<file path="src/rtl/instruction_decode_buffer_pkg.sv">
`default_nettype none
// +------------------------------------------------------------------+
// | instruction_decode_buffer_pkg                                    |
// | Shared instruction, opcode and decoded-entry types.              |
// | Revision: 1.0                                                    |
// +------------------------------------------------------------------+
package instruction_decode_buffer_pkg;

  typedef logic [31:0] instruction_t;

  typedef enum logic [6:0] {
    Lui        = 7'b0110111,
    Auipc      = 7'b0010111,
    Jal        = 7'b1101111,
    Jalr       = 7'b1100111,
    BranchType = 7'b1100011,
    LoadType   = 7'b0000011,
    StoreType  = 7'b0100011,
    UlaIType   = 7'b0010011,
    UlaRType   = 7'b0110011,
    UlaIWType  = 7'b0011011,
    UlaRWType  = 7'b0111011,
    Fence      = 7'b0001111,
    SystemType = 7'b1110011
  } opcode_t;

  typedef enum logic [2:0] {
    ImmR = 3'd0,
    ImmI = 3'd1,
    ImmS = 3'd2,
    ImmB = 3'd3,
    ImmU = 3'd4,
    ImmJ = 3'd5
  } imm_format_t;

  // Storage is always 64-bit wide; 32-bit configurations use the low half.
  typedef struct packed {
    opcode_t     opcode;
    logic [4:0]  rd;
    logic [4:0]  rs1;
    logic [4:0]  rs2;
    logic [2:0]  funct3;
    logic [6:0]  funct7;
    logic [63:0] imm;
    logic [63:0] pc;
    logic        illegal;
  } decoded_t;

endpackage

`default_nettype wire

</file>
<file path="src/rtl/instruction_imm_gen.sv">
`default_nettype none
// +------------------------------------------------------------------+
// | instruction_imm_gen                                              |
// | Combinational immediate generation and legality check.           |
// | Revision: 1.0                                                    |
// +------------------------------------------------------------------+
module instruction_imm_gen
  import instruction_decode_buffer_pkg::*;
#(
  parameter int XLEN = 64
) (
  input  instruction_t    instruction,
  output logic [XLEN-1:0] imm,
  output logic            illegal
);

  logic [6:0]  op;
  imm_format_t format;
  logic        known;
  logic [31:0] imm32;

  assign op = instruction[6:0];

  always_comb begin
    format = ImmR;
    known  = 1'b1;
    case (op)
      UlaIType, UlaIWType, LoadType, Jalr, Fence, SystemType: format = ImmI;
      StoreType:                                              format = ImmS;
      BranchType:                                             format = ImmB;
      Lui, Auipc:                                             format = ImmU;
      Jal:                                                    format = ImmJ;
      UlaRType, UlaRWType:                                    format = ImmR;
      default:                                                known  = 1'b0;
    endcase
  end

  assign illegal = (instruction[1:0] != 2'b11) || !known ||
                   ((XLEN == 32) && ((op == UlaRWType) || (op == UlaIWType)));

  // Every format fits in 32 bits with its sign at bit 31, so widen once at the end.
  always_comb begin
    imm32 = '0;
    if (!illegal) begin
      case (format)
        ImmI: imm32 = {{20{instruction[31]}}, instruction[31:20]};
        ImmS: imm32 = {{20{instruction[31]}}, instruction[31:25], instruction[11:7]};
        ImmB: imm32 = {{19{instruction[31]}}, instruction[31], instruction[7],
                       instruction[30:25], instruction[11:8], 1'b0};
        ImmU: imm32 = {instruction[31:12], 12'b0};
        ImmJ: imm32 = {{11{instruction[31]}}, instruction[31], instruction[19:12],
                       instruction[20], instruction[30:21], 1'b0};
        default: imm32 = '0;
      endcase
    end
  end

  if (XLEN == 64) begin : g_xlen64
    assign imm = {{32{imm32[31]}}, imm32};
  end else begin : g_xlen32
    assign imm = imm32;
  end

endmodule

`default_nettype wire

</file>
<file path="src/rtl/instruction_decode_buffer.sv">
`default_nettype none
// +------------------------------------------------------------------+
// | instruction_decode_buffer                                        |
// | Decode-at-push FIFO of decoded instruction entries.              |
// | Revision: 1.0                                                    |
// +------------------------------------------------------------------+
module instruction_decode_buffer
  import instruction_decode_buffer_pkg::*;
#(
  parameter int XLEN  = 64,
  parameter int DEPTH = 4
) (
  input  logic                     clock,
  input  logic                     reset_n,
  input  logic                     flush,
  input  logic                     in_valid,
  output logic                     in_ready,
  input  logic [31:0]              in_instruction,
  input  logic [XLEN-1:0]          in_pc,
  output logic                     out_valid,
  input  logic                     out_ready,
  output decoded_t                 out_decoded,
  output logic [$clog2(DEPTH):0]   count
);

  localparam int PTR_W = $clog2(DEPTH);
  localparam logic [PTR_W-1:0] PTR_ONE  = PTR_W'(1);
  localparam logic [PTR_W:0]   CNT_ONE  = (PTR_W + 1)'(1);
  localparam logic [PTR_W:0]   CNT_FULL = (PTR_W + 1)'(DEPTH);

  decoded_t         mem [DEPTH];
  logic [PTR_W-1:0] rd_ptr;
  logic [PTR_W-1:0] wr_ptr;
  logic             alive;
  logic             push;
  logic             pop;
  decoded_t         entry;
  logic [XLEN-1:0]  imm;
  logic             illegal;

  instruction_imm_gen #(
    .XLEN (XLEN)
  ) u_imm_gen (
    .instruction (in_instruction),
    .imm         (imm),
    .illegal     (illegal)
  );

  always_comb begin
    entry         = '0;
    entry.opcode  = opcode_t'(in_instruction[6:0]);
    entry.rd      = in_instruction[11:7];
    entry.rs1     = in_instruction[19:15];
    entry.rs2     = in_instruction[24:20];
    entry.funct3  = in_instruction[14:12];
    entry.funct7  = in_instruction[31:25];
    entry.imm     = 64'(imm);
    entry.pc      = 64'(in_pc);
    entry.illegal = illegal;
  end

  // alive holds in_ready low until the first edge after reset release.
  assign in_ready    = alive && (count < CNT_FULL);
  assign out_valid   = (count != '0);
  assign push        = in_valid && in_ready;
  assign pop         = out_valid && out_ready;
  assign out_decoded = mem[rd_ptr];

  always_ff @(posedge clock or negedge reset_n) begin
    if (!reset_n) begin
      alive  <= 1'b0;
      rd_ptr <= '0;
      wr_ptr <= '0;
      count  <= '0;
      for (int i = 0; i < DEPTH; i++) mem[i] <= '0;
    end else begin
      alive <= 1'b1;
      if (flush) begin
        rd_ptr <= '0;
        wr_ptr <= '0;
        count  <= '0;
      end else begin
        if (push) begin
          mem[wr_ptr] <= entry;
          wr_ptr      <= wr_ptr + PTR_ONE;
        end
        if (pop) rd_ptr <= rd_ptr + PTR_ONE;
        case ({push, pop})
          2'b10:   count <= count + CNT_ONE;
          2'b01:   count <= count - CNT_ONE;
          default: count <= count;
        endcase
      end
    end
  end

endmodule

`default_nettype wire

</file>
<file path="config.mk">
export PLATFORM = sky130hd
export DESIGN_NAME = instruction_decode_buffer
export DESIGN_NICKNAME = d
export VERILOG_FILES = /design/src/rtl/instruction_decode_buffer_pkg.sv /design/src/rtl/instruction_imm_gen.sv /design/src/rtl/instruction_decode_buffer.sv
export SDC_FILE = /design/constraint.sdc
export NUM_CORES = 1
export LEC_CHECK = 0
export BUFFER_PORTS_ARGS = -buffer_cell sky130_fd_sc_hd__buf_4
export CORE_AREA = 2 2 202 204
export CTS_CLUSTER_SIZE = 24
export DETAILED_ROUTE_END_ITERATION = 7
export DIE_AREA = 0 0 204 206
export PLACE_DENSITY = 0.91
export SKIP_LAST_GASP = 1
export SLEW_MARGIN = 20
export SYNTH_ARGS = -nofsm -noshare
export SYNTH_HDL_FRONTEND = slang
export SYNTH_SLANG_ARGS = --single-unit
</file>
<file path="constraint.sdc">
create_clock -name clock -period 2.95 [get_ports clock]
set_input_delay 0.59 -clock clock [delete_from_list [all_inputs] [get_ports clock]]
set_output_delay 0.59 -clock clock [all_outputs]
set_load 0.02 [all_outputs]
</file>
# Word level (Yosys, flattened, before mapping)
# Cells that the tools add are included.
# word_totals
register_bits	652
in_bits	101
out_inout_bits	166
word_cells	102
# op_classes
addsub	4
n_lt_le_gt_ge	4
eq_ne	21
n_mux	16
bitwise	3
n_reduce_logical	14
# ops
cell	count
$bwmux W644	1
$mux W161	3
$bmux W161 S2	1
$demux W161 S2	1
$pmux W32 S5	1
$mux W32	1
$eq A7 B6 Y1 const B	4
$eq A7 B7 Y1 const B	4
$eq A7 B5 Y1 const B	3
$pmux W3 S5	1
$reduce_or A13 Y1	1
$mux W2	4
$eq A7 B2 Y1 const B	1
$eq A7 B4 Y1 const B	1
$eq A3 B2 Y1 const B	2
$eq A3 B3 Y1 const B	2
$ge A3 B3 Y1 const B	2
$not A2 Y3	2
$pmux W3 S2	1
$reduce_bool A3 Y1	2
$reduce_or A6 Y1	1
$add A2 B1 Y2 const B	2
$logic_and A1 B1 Y1	4
$reduce_bool A2 Y1	2
15 further kinds	15

# Depth between registers and ports, before layout
# depth
ltp_word	7
mapped_depth	8
mapped_depth_nobuf	7

# Hierarchy
# Synthesis repeated with hierarchy kept, for this count alone.
# unflattened
cells_unflattened	1746
hier_area_um2	29054.1
# by_module_without_submodules
module	n_inst	cells_each	area_per_inst_um2	seq_area_each_um2
instruction_decode_buffer	1	1604	28128.2	16315.6
instruction_imm_gen	1	142	925.9	0.0

# Worst setup path after synthesis
# No wires, ideal clock.
# synth_timing
path_kind	reg-to-output
from	register rd_ptr[0]
to	output out_decoded[100] (netlist bit)
t_arrival_ns	2.092
required_time_ns	2.360
path_slack_ns	0.268
stages_incl_launch_ff	6
n_path_buf	4
path_cell_list	dfrtp_1 -> clkbuf_1 -> clkbuf_1 -> buf_2 -> mux4_2 -> buf_4
# synth_rtl
element	line	text
start: declaration	instruction_decode_buffer.sv:32	logic [PTR_W-1:0] rd_ptr;
start signal: assignment	instruction_decode_buffer.sv:87	if (pop) rd_ptr <= rd_ptr + PTR_ONE;
end: declaration	instruction_decode_buffer.sv:22	output decoded_t out_decoded,

==> flow_metrics.tcl <==
set metrics [dict create \
    status "completed" \
    syn_area_um2 23300 \
    routed_wl_um 65700 \
    synth.most_common_cell "nand2_1" \
    final_util 0.685 \
    dr.pass1.iters 6 \
    num_vias 18677 \
    fmax_ghz 0.345 \
    rr_worst_depth 5 \
    netlist_instances 2385 \
    dieArea_um2 42000 \
    ys_seq_area_frac 0.562 \
    whs_endpoint "mem[350]$_DFFE_PN0P_" \
    h-tree-depth 2 \
    preCtsSetupSlack_ns 0.540 \
    maxSlewHeadroom 0.540 \
    grt_max_degree 96 \
    cts_sinks 524 \
    dp_hpwl_um 41000 \
    post-route-period-util 0.983 \
    max_stage_delay_ns 0.62 \
    drt_iter0_drc 1977 \
    routabilityCongestion 0.858 \
    fin_nets 2679 \
    worstMarginPinSlew_ns 0.690 \
    hold_depth 3 \
    synth_edf_count 0 \
    finalPower_uw 26400 \
    cts_buffer_depth 3 \
    setup_viol 0 \
    critPathCaptureType "primary output" \
    p_leak_uw 0.0141 \
    initial_utilization 0.581 \
    r2r-start "count[2]$_DFFE_PN0P_" \
    fp.dieW_um 204 \
    avgSynthCellArea_um2 9.79 \
    cts_tree "yes" \
    wl_per_cell_um 20.9 \
    portBuffers 266 \
    hold_viol_final 0 \
    max-cap-violations 0 \
    post_cts_resized 0 \
    clock_skew_ns 0.0152 \
    ys_top_cells_by_area "dfrtp_1, nand2_1, mux4_2, a21oi_1, nor2_1" \
    ant_nets 0 \
    cts_made_buffers 53 \
    layout-drive-gt1-share 0.210 \
    rsz0062_at_grt "true" \
    antenna_found_initial 5 \
    async_reset_ff_frac 1.00 \
    hp-class "in2reg" \
    yosys_warnings 0 \
    reg2reg_slack_ns 0.81 \
    finalMaxSlewViolations 0 \
    cts_root_buffer "clkbuf_16" \
    grt_usage 0.318 \
    clk_latency_ns 0.60 \
    cpMaxStageDelayCell "dfrtp_4" \
    syn_nets 2491 \
    arrival_ns 2.31 \
    area_growth_pct 17.9 \
    ys_top_cells_by_count "nand2_1, dfrtp_1, mux4_2" \
    setup_slack_ns 0.0514 \
    r2r-end "mem[95]$_DFFE_PN0P_" \
    coreArea_um2 40200 \
    worstSetupStartpointType "flip-flop" \
    crit_fanout 26 \
    grt_pass1_vias 20101 \
    cellPowerDensity_nw_per_um2 959 \
    ir_drop_mv 0.714 \
    critPathRequiredTime_ns 2.36 \
    ys_types 51 \
    crit_chain "buf_4 -> mux4_2 -> buf_4" \
    worstSetupPathType "reg2out" \
    drc 0 \
    fill_cells 2762 \
    synth-seq-cells 524 \
    hold_slack_ns 0.206 \
    multi_input_area_um2 9350 \
    grt.overflow.total 0 \
    synth.top_cell.area_share 0.562 \
    hold_path.startpoint "in_pc[27]" \
    tns_ns 0 \
    fin_crit_ns 2.90 \
    yosys.area.top_type "dfrtp_1" \
    synthFlopType "dfrtp_1" \
    ios 267 \
    regArea_um2 13100 \
    die_h_um 206 \
    path_clk_slew_ns 0.06 \
    grt_pass1_wl_um 104000 \
    vias_per_cell 5.93 \
    rows 74 \
    crit_path_frequent_cell "buf_4" \
]
==> cell families (layout without fill, tap and decap cells) <==
| group | Yosys count | in the layout | share of synthesized area |
|---|---|---|---|
| AO/OA/AOI/OAI | 167 | 167 | 0.0398 |
| XOR/XNOR | 5 | 5 | 0.00188 |
| adder cells (fa/ha/maj) | 5 | 5 | 0.00300 |
| buffers and inverters | 184 | 414 | 0.0391 |
| flip-flops | 524 | 524 | 0.562 |
| multiplexers | 136 | 136 | 0.128 |
| other | 1 | 4 | 0.000161 |
| AND/OR/NAND/NOR | 1363 | 1363 | 0.227 |
==> sequential cells by signal (all words and copies together), names as in the netlist <==
name    count
mem       516
count       3
rd_ptr      2
wr_ptr      2
alive       1
==> repair_timing <==
item / 4_1_cts / 5_1_grt
hold buffers: 1 / 0
endpoints found under the setup margin: 0 / 3
buffers inserted: 0 / 0
endpoints found under the hold margin: 50 / 0
==> how the worst max path moves through the flow <==
stage,startpoint,to,slack (ns)
2_1_floorplan,rd_ptr[0]$_DFFE_PN0P_,out_decoded[100],0.27
3_5_place_dp,in_instruction[3],mem[569]$_DFFE_PN0P_,0.54
3_3_place_gp,in_instruction[3],mem[574]$_DFFE_PN0P_,0.57
4_1_cts,rd_ptr[0]$_DFFE_PN0P_,out_decoded[155],0.04
5_1_grt,rd_ptr[0]$_DFFE_PN0P_,out_decoded[136],-0.007
6_report,rd_ptr[1]$_DFFE_PN0P_,out_decoded[136],0.05
==> placed cells by master, fill, tap and decap left out, types with 3 or more instances in the layout <==
master and n:
a211oi_1 4, a21oi_1 88, xnor2_1 3, clkbuf_16 55, mux2_2 4, diode_2 3
nor2b_1 3, buf_4 294, nand2b_1 3, mux2i_1 3, nor2_1 94, and2_4 3
clkbuf_8 10, nor3b_2 3, nand2_4 3, clkinv_2 10, o21ai_0 52, ha_1 4
nand3_1 7, buf_12 17, and3b_1 3, dfrtp_1 522, nand2_1 1216, inv_1 4
nor2_4 3, and2_1 6, and3_1 3, a22o_1 9, mux4_2 129, clkbuf_1 13
bufinv_16 5, nor3_1 3
==> through the flow <==
step           cell area (µm²)  cells
2_1_floorplan            23300   2385
3_3_place_gp             25700   3049
3_5_place_dp             25700   3049
4_1_cts                  27500   3147
5_1_grt                  27500   3150
6_report                 27500   3150
==> report_power, final <==
part | internal [µW] | total (µW) | switching [µW] | leakage [µW]
clock | 4100 | 6920 | 2820 | 0.000888
combinational | 4240 | 9250 | 5000 | 0.00628
sequential | 9110 | 10200 | 1130 | 0.00694
==> critical path: cells and delay by family (launching register included) <==
family | cells | cell delay [ns]
flops | 1 | 0.62
mux | 1 | 0.43
buf+inv | 2 | 0.63
==> cell type report <==
class | count | share of cell area
sequential | 524 | 0.477
multi-input combinational | 1677 | 0.340
antenna | 3 | 0.000273
tap | 532 | 0.0242
timing repair buffer | 313 | 0.0934
clock buffer | 78 | 0.0568
clock inverter | 19 | 0.00850
inverter | 4 | 0.000545
==> routing by layer <==
layer | GRT usage | up-vias | share of wire
met4 | 0.163 | 4 | 0.043
met3 | 0.0768 | 241 | 0.10
met2 | 0.535 | 1109 | 0.50
li1 | - | 8066 | -
met1 | 0.386 | 9257 | 0.35
met5 | 0 | - | 0.00046
Note: power is estimated with default switching activity, not from simulation.
